**src/rtl/channel_reduce_arb_pkg.sv**
```systemverilog
`default_nettype none
// ============================================================================
// Module      : channel_reduce_arb_pkg
// Description : Shared FSM state encoding and default sizing for the
//               two-channel reduce/arbitrate block.
// Revision    : 1.0 - initial release
// ============================================================================
package channel_reduce_arb_pkg;

    localparam int c_WIDTH_DEFAULT = 32;
    localparam int c_BURST_DEFAULT = 4;
    localparam int c_CNT_W         = 8;

    typedef enum logic [1:0] {
        ST_IDLE  = 2'd0,
        ST_READ  = 2'd1,
        ST_WRITE = 2'd2
    } state_t;

endpackage : channel_reduce_arb_pkg
`default_nettype wire

```
**src/rtl/channel_reduce_arb_rr_arb2.sv**
```systemverilog
`default_nettype none
// ============================================================================
// Module      : rr_arb2
// Description : Two-requester combinational round-robin pick; on a tie the
//               requester that did not win last time is chosen.
// Revision    : 1.0 - initial release
// ============================================================================
module rr_arb2 (
    input  logic [1:0] req,
    input  logic       last,
    output logic       grant,
    output logic       grant_valid
);

    always_comb begin
        grant       = 1'b0;
        grant_valid = |req;
        unique case (req)
            2'b01:   grant = 1'b0;
            2'b10:   grant = 1'b1;
            2'b11:   grant = ~last;
            default: grant = 1'b0;
        endcase
    end

endmodule : rr_arb2
`default_nettype wire

```
**src/rtl/channel_reduce_arb.sv**
```systemverilog
`default_nettype none
// ============================================================================
// Module      : channel_reduce_arb
// Description : Grants one of two input channels round-robin, sums BURST
//               words from it and offers the sum to the output channel.
// Revision    : 1.0 - initial release
// ============================================================================
module channel_reduce_arb
    import channel_reduce_arb_pkg::*;
#(
    parameter int WIDTH = c_WIDTH_DEFAULT,
    parameter int BURST = c_BURST_DEFAULT
) (
    input  logic             clk,
    input  logic             rst,
    input  logic [WIDTH-1:0] in0_out_data,
    input  logic             in0_read_ready,
    output logic             in0_read_valid,
    input  logic [WIDTH-1:0] in1_out_data,
    input  logic             in1_read_ready,
    output logic             in1_read_valid,
    output logic [WIDTH-1:0] out_in_data,
    output logic             out_src,
    output logic             out_write_valid,
    input  logic             out_write_ready,
    output logic             busy
);

    localparam logic [c_CNT_W-1:0] c_LAST_CNT = c_CNT_W'(BURST - 1);

    state_t             r_state;
    state_t             w_state_nxt;
    logic [WIDTH-1:0]   r_acc;
    logic [c_CNT_W-1:0] r_cnt;
    logic               r_grant;
    logic               r_last_grant;

    logic               w_arb_grant;
    logic               w_arb_valid;
    logic               w_start;
    logic               w_pop;
    logic               w_done;
    logic [WIDTH-1:0]   w_pop_data;

    rr_arb2 u_rr_arb2 (
        .req         ({in1_read_ready, in0_read_ready}),
        .last        (r_last_grant),
        .grant       (w_arb_grant),
        .grant_valid (w_arb_valid)
    );

    assign w_pop_data = r_grant ? in1_out_data : in0_out_data;

    always_comb begin
        w_state_nxt     = r_state;
        w_start         = 1'b0;
        w_pop           = 1'b0;
        w_done          = 1'b0;
        in0_read_valid  = 1'b0;
        in1_read_valid  = 1'b0;
        out_write_valid = 1'b0;
        unique case (r_state)
            ST_IDLE: begin
                if (w_arb_valid) begin
                    w_start     = 1'b1;
                    w_state_nxt = ST_READ;
                end
            end
            ST_READ: begin
                // Only the granted channel may pop; the other is ignored
                // until this burst has been written out.
                w_pop          = r_grant ? in1_read_ready : in0_read_ready;
                in0_read_valid = ~r_grant & in0_read_ready;
                in1_read_valid =  r_grant & in1_read_ready;
                if (w_pop && (r_cnt == c_LAST_CNT)) begin
                    w_state_nxt = ST_WRITE;
                end
            end
            ST_WRITE: begin
                out_write_valid = 1'b1;
                if (out_write_ready) begin
                    w_done      = 1'b1;
                    w_state_nxt = ST_IDLE;
                end
            end
            default: w_state_nxt = ST_IDLE;
        endcase
    end

    always_ff @(posedge clk or negedge rst) begin
        if (!rst) begin
            r_state <= ST_IDLE;
        end else begin
            r_state <= w_state_nxt;
        end
    end

    always_ff @(posedge clk or negedge rst) begin
        if (!rst) begin
            r_acc        <= '0;
            r_cnt        <= '0;
            r_grant      <= 1'b0;
            r_last_grant <= 1'b1;
        end else begin
            if (w_start) begin
                r_grant <= w_arb_grant;
                r_acc   <= '0;
                r_cnt   <= '0;
            end else if (w_pop) begin
                r_acc <= r_acc + w_pop_data;
                r_cnt <= r_cnt + c_CNT_W'(1);
            end
            if (w_done) begin
                r_last_grant <= r_grant;
            end
        end
    end

    // Sum and source come straight from the working registers, so they are
    // stable for the whole WRITE state and zero out of reset.
    assign out_in_data = r_acc;
    assign out_src     = r_grant;
    assign busy        = (r_state != ST_IDLE);

endmodule : channel_reduce_arb
`default_nettype wire

```
**config.mk**
```make
export PLATFORM = sky130hd
export DESIGN_NAME = channel_reduce_arb
export DESIGN_NICKNAME = d
export VERILOG_FILES = /design/src/rtl/channel_reduce_arb_pkg.sv /design/src/rtl/channel_reduce_arb_rr_arb2.sv /design/src/rtl/channel_reduce_arb.sv
export SDC_FILE = /design/constraint.sdc
export NUM_CORES = 1
export LEC_CHECK = 0
export ABC_AREA = 1
export CAP_MARGIN = 10
export CORE_ASPECT_RATIO = 1.1
export CORE_MARGIN = 4
export CORE_UTILIZATION = 47
export DETAILED_ROUTE_END_ITERATION = 8
export PLACE_DENSITY = 0.79
export SETUP_SLACK_MARGIN = 0.1
export SYNTH_ARGS = -nofsm -noshare
export SYNTH_HDL_FRONTEND = slang
export SYNTH_SLANG_ARGS = --single-unit
```
**constraint.sdc**
```tcl
create_clock -name clk -period 2.5 [get_ports clk]
set_clock_uncertainty 0.2 [all_clocks]
set_input_delay 0.5 -clock clk [delete_from_list [all_inputs] [get_ports clk]]
set_output_delay 0.5 -clock clk [all_outputs]
set_load 0.02 [all_outputs]
```
# After elaboration in Yosys (flattened, before gate mapping)

Index checks and enable logic that the tools add are counted.
W data, S select, Z words.

Bits in registers: 44
Word-level logic and storage cells: 44
Output and inout port bits: 37
Input port bits: 69

Bitwise gates (word level): 4
Equal/unequal tests: 8
Add/sub/neg operators: 2
Reductions and logical operators: 6
Muxes and demuxes: 19

Operator list:

| operator              | number |
|---|---|
| $mux W32              | 3 |
| $add A32 B32 Y32      | 1 |
| $mux W8               | 2 |
| $mux W1               | 9 |
| $add A8 B1 Y8 const B | 1 |
| $eq A8 B2 Y1 const B  | 1 |
| $eq A2 B2 Y1 const B  | 3 |
| $mux W2               | 3 |
| $pmux W2 S3           | 1 |
| $ne A2 B2 Y1 const B  | 2 |
| $reduce_bool A2 Y1    | 2 |
| $reduce_and A3 Y1     | 1 |
| $and A1 B1 Y1         | 2 |
| $eq A2 B1 Y1 const B  | 1 |
| $logic_not A2 Y1      | 1 |
| $ne A2 B1 Y1 const B  | 1 |
| $not A1 Y1            | 2 |
| $pmux W1 S2           | 1 |
| $reduce_or A2 Y1      | 1 |
| $logic_and A1 B1 Y1   | 1 |

# Logic depth before layout (Yosys ltp)

Depth in word-level cells: 4
Depth in mapped cells: 18
Gate-level depth less buffers: 16

# Modules after synthesis

Synthesis repeated with hierarchy kept, for this count alone.

Cell total of the unflattened synthesis: 804
Area, all modules: 4540.6 um^2

By module, submodules not included:

| module             | cells each | area an instance (um^2) | instances |
|---|---|---|---|
| channel_reduce_arb | 801        | 4525.6                  | 1 |
| rr_arb2            | 3          | 15.0                    | 1 |

# Worst setup path before layout

Ideal clock, no wire load.

Kind: register -> register
Start point: register r_grant (netlist: out_src)
End point: register r_acc[28] (netlist: out_in_data[28])
Clock period less this slack: 2.778 ns
Arrival: 2.461 ns
Setup time: 0.117 ns
Path slack: -0.278 ns
Required time: 2.183 ns
Cell stages (with the launch flop): 19
Cell sequence: dfrtp_1 > buf_4 > inv_1 > clkbuf_1 > nand2_1 > nand2_1 > ha_1 > inv_1 > fa_1 > inv_1 > nand3_1 > nand3_1 > nand3_1 > nand3_1 > nand2_1 > nand2_1 > nand2_1 > nand3_1 > nand2_1

Cells in the longest elaborated chain, start to end: 4

Ends and longest elaborated chain:

| what                   | line                      | text |
|---|---|---|
| start, declared        | channel_reduce_arb.sv:35  | `logic r_grant;` |
| start signal, assigned | channel_reduce_arb.sv:106 | `r_grant <= w_arb_grant;` |
| $mux W32               | channel_reduce_arb.sv:52  | `assign w_pop_data = r_grant ? in1_out_data : in0_out_data;` |
| $add A32 B32 Y32       | channel_reduce_arb.sv:110 | `r_acc <= r_acc + w_pop_data;` |
| $mux W32               | channel_reduce_arb.sv:109 | `end else if (w_pop) begin` |
| $mux W32               | channel_reduce_arb.sv:105 | `if (w_start) begin` |
| end signal, assigned   | channel_reduce_arb.sv:110 |  |
| end, declared          | channel_reduce_arb.sv:33  | `logic [WIDTH-1:0] r_acc;` |

Several ways; a longest one is shown, not always the timed one. The select of a mux whose other input is x is not followed.
A chain may end at the register's enable or synchronous reset.

# Final worst setup path

Start point: input in1_out_data[0]
End point: register r_acc[16] (netlist: out_in_data[16])

Cells in the longest elaborated chain, start to end: 4

Ends and longest elaborated chain:

| what             | line                      | text |
|---|---|---|
| start, declared  | channel_reduce_arb.sv:19  | `input logic [WIDTH-1:0] in1_out_data,` |
| $mux W32         | channel_reduce_arb.sv:52  |  |
| $add A32 B32 Y32 | channel_reduce_arb.sv:110 |  |
| $mux W32         | channel_reduce_arb.sv:109 |  |
| $mux W32         | channel_reduce_arb.sv:105 |  |

No other way between the ends. The select of a mux whose other input is x is not followed.

==> flow_summary_export.csv <==
group,metric,value,unit
outcome,status,"completed",
placement,dp_hpwl,10.4,mm
synthesis,yosys.area.top_type,"nand2_1",
drt,num_vias,5508,
clock_tree,htree_levels,2,
synthesis,synth.most_common_cell,"nand2_1",
synthesis,ys_ff_latch,44,
sta,slew-limit-headroom,58.6,%
synthesis,yosysUniqueCellTypes,38,
clock_tree,clock_latency,0.31,ns
synthesis,synth_top_flop_cell,"dfrtp_1",
pwr,power.density,1560,nW/um^2
synthesis,yosysSeqAreaShare,24.3,%
sta,worstMarginPinSlew,0.621,ns
sta,timing.final.ws_setup,0.0355,ns
global_routing,grt_pass1_vias,5013,
synthesis,synth_area_leaders,"nand2_1 32%, dfrtp_1 24%, inv_1 11%",
clock_tree,clk_pin_slew,0.10,ns
global_routing,grt_start_max_net_pins,45,
placement,io_buffers,105,
synthesis,yosys-mux-area-fraction,0,%
global_routing,grt.total_usage,23.6,%
critical_path,endpoint_kind,"flop",
critical_path,cp.required,2.51,ns
sta,period_minus_slack,2.46,ns
final_layout,fin_area,6920,um^2
synthesis,synth_compound_area_share,8.97,%
clock_tree,root_buffer,"clkbuf_8",
placement,pre_cts_ws,-0.381,ns
sta,max_freq,0.406,GHz
final_layout,syn_to_final_growth,52.7,%
synthesis,netlist_area,4530,um^2
clock_tree,clk_path_buf_depth,2,
floorplanning,io_pins,106,
sta,finalHoldViolCount,0,
drt,drt-total-wl,14.9,mm
floorplanning,initial_core_util,48.2,%
final_layout,diodes,0,
synthesis,syn_inst,798,
critical_path,crit_arrival,2.47,ns
floorplanning,coreArea,9400,um^2
final_layout,final_nets,1065,
global_routing,antenna_found_initial,0,
clock_tree,cts.sinks,44,
final_layout,drive_gt1_share,20.5,%
critical_path,critPathMaxFanout,4,
drt,dr.pass1.iters,5,
sta,setup_viol,0,
synthesis,synthSimpleGateAreaFrac,44.5,%
synthesis,syn_avg_cell_area,5.68,um^2
pwr,power.leakage,0.00373,uW
final_layout,utilization,73.7,%
min_path,min_path_type,"in -> async",
sta,final.period_utilization,98.6,%
synthesis,synth_xor_area_share,0.386,%
synthesis,yosys.area.top_type_share,31.7,%
floorplanning,die_x,102,um
synthesis,synth_top_family_by_area,"simple AND/OR/NAND/NOR gates",
synthesis,synth_common_cells,"383 x nand2_1, 128 x inv_1, 50 x nor2_1",
drt,drtIter0Drc,304,
drt,drt.antenna.violating_nets,0,
sta,rsz0062_at_grt,"true",
global_routing,grt_overflow,0,
sta,fin_hold_ws,0.0731,ns
floorplanning,dieArea,11300,um^2
synthesis,yosysWarningCount,0,
synthesis,synth_fa_ha_area_share,9.27,%
drt,viasPerCell,5.10,
synthesis,syn_nets,900,
flow_run,maxCapViolations,0,
global_routing,grt_pass1_wl,22.2,mm
clock_tree,cts_buffers,5,
floorplanning,row_count,37,
synthesis,synth_edf_count,0,
critical_path,critical_path_class,"in -> reg",
drt,wl_per_cell,13.7,um
clock_tree,cts_tree,"done",
pwr,total_power,10800,uW
floorplanning,die_y,111,um
pwr,vdd_drop_max,0.000737,V
sta,slew_violations,0,
placement,gp_congestion,0.942,
synthesis,synthArstFlopShare,100,%
drt,drc,0,
critical_path,cp-start-kind,"primary input",
placement,placed_cell_area,6180,um^2
final timing paths:
| check | end | slack (ns) | startpoint | cells after the start |
|---|---|---|---|---|
| min in group clk | r_last_grant$_DFFE_PN1P_ | 0.30 | r_last_grant$_DFFE_PN1P_ | 2 |
| worst min-delay path | r_state[1]$_DFFE_PN0P_ | 0.07 | rst | 2 |
| worst min register to register | r_last_grant$_DFFE_PN1P_ | 0.30 | r_last_grant$_DFFE_PN1P_ | 2 |
| worst max-delay path | out_in_data[16]$_DFFE_PN0P_ | 0.04 | in1_out_data[0] | 16 |
| worst max register to register | out_in_data[16]$_DFFE_PN0P_ | 0.07 | out_src$_DFFE_PN0P_ | 16 |
| max in group asynchronous | out_src$_DFFE_PN0P_ | 1.58 | rst | 2 |
timing repair:
item | CTS | global route
resized for setup | 16 | 129
setup endpoints to repair | 28 | 28
buffers inserted | 3 | 1
gates cloned | 0 | 0
hold buffers | 0 | 0
pin swaps | 2 | 12
placed cells by master (no fill, tap or decap), types with 6 or more instances in the layout:
master | netlist | final
a21oi_1 | 37 | 29
a21oi_2 | 0 | 7
buf_4 | 3 | 58
clkdlybuf4s50_1 | 0 | 101
dfrtp_1 | 43 | 42
ha_1 | 32 | 11
ha_4 | 0 | 18
inv_1 | 128 | 121
inv_2 | 1 | 6
nand2_1 | 383 | 339
nand2_2 | 1 | 37
nand2_4 | 1 | 9
nand3_1 | 45 | 37
nand4_1 | 6 | 6
nor2_1 | 50 | 33
nor2_2 | 2 | 13
nor2_4 | 1 | 7
o21ai_0 | 23 | 13
o21ai_1 | 2 | 11
per-layer routing:
layer  global-route usage, %  wire [um]
met5                       0          0
met4                    7.27        461
met3                    2.83        848
met2                    39.7       7330
met1                    31.3       6220
registers in the layout, summed over array words and instances (netlist names):
register	count
out_src	1
out_in_data	32
r_state	2
r_last_grant	1
r_cnt	8
worst max-delay path: stages:
cell and delay (ns):
clkdlybuf4s50_1 0.46, nand2_1 0.05, nand2_1 0.06, ha_2 0.17, inv_1 0.05, fa_2 0.36
inv_4 0.10, nand3_4 0.07, nand3_4 0.08, nand2_1 0.08, nand2_2 0.11, nand3_1 0.09
nand2_1 0.10, nand2_1 0.05, nand2_1 0.05, o21ai_1 0.06
final cells by class:
class                      instances  area [um^2]
multi-input combinational        611         3460
fill                             739         2470
clock buffer                       5         68.8
sequential                        44         1100
clock inverter                     3         46.3
tap                              117          146
timing repair buffer             171         1600
inverter                         130          495
where the power goes:
| group | total [uW] | switching, uW | leakage [uW] | internal [uW] |
|---|---|---|---|---|
| clock | 604 | 302 | 0.0000548 | 302 |
| sequential | 1410 | 367 | 0.000550 | 1040 |
| combinational | 8760 | 5000 | 0.00312 | 3760 |
| total | 10800 | 5670 | 0.00373 | 5100 |
kinds of logic after synthesis:
group           count (synthesis)
xor+xnor                        2
fa+ha+maj                      33
compound gates                 74
flops                          44
simple gates                  502
buf+inv                       143
through the flow:
stage,setup TNS [ns],cells
final,0,1081
after floorplan,0,798
after CTS,0,1080
after global placement,-7.63,1069
after global routing,-0.293,1081
after detailed placement,-8.55,1069
Note: power is estimated with default switching activity, not from simulation.
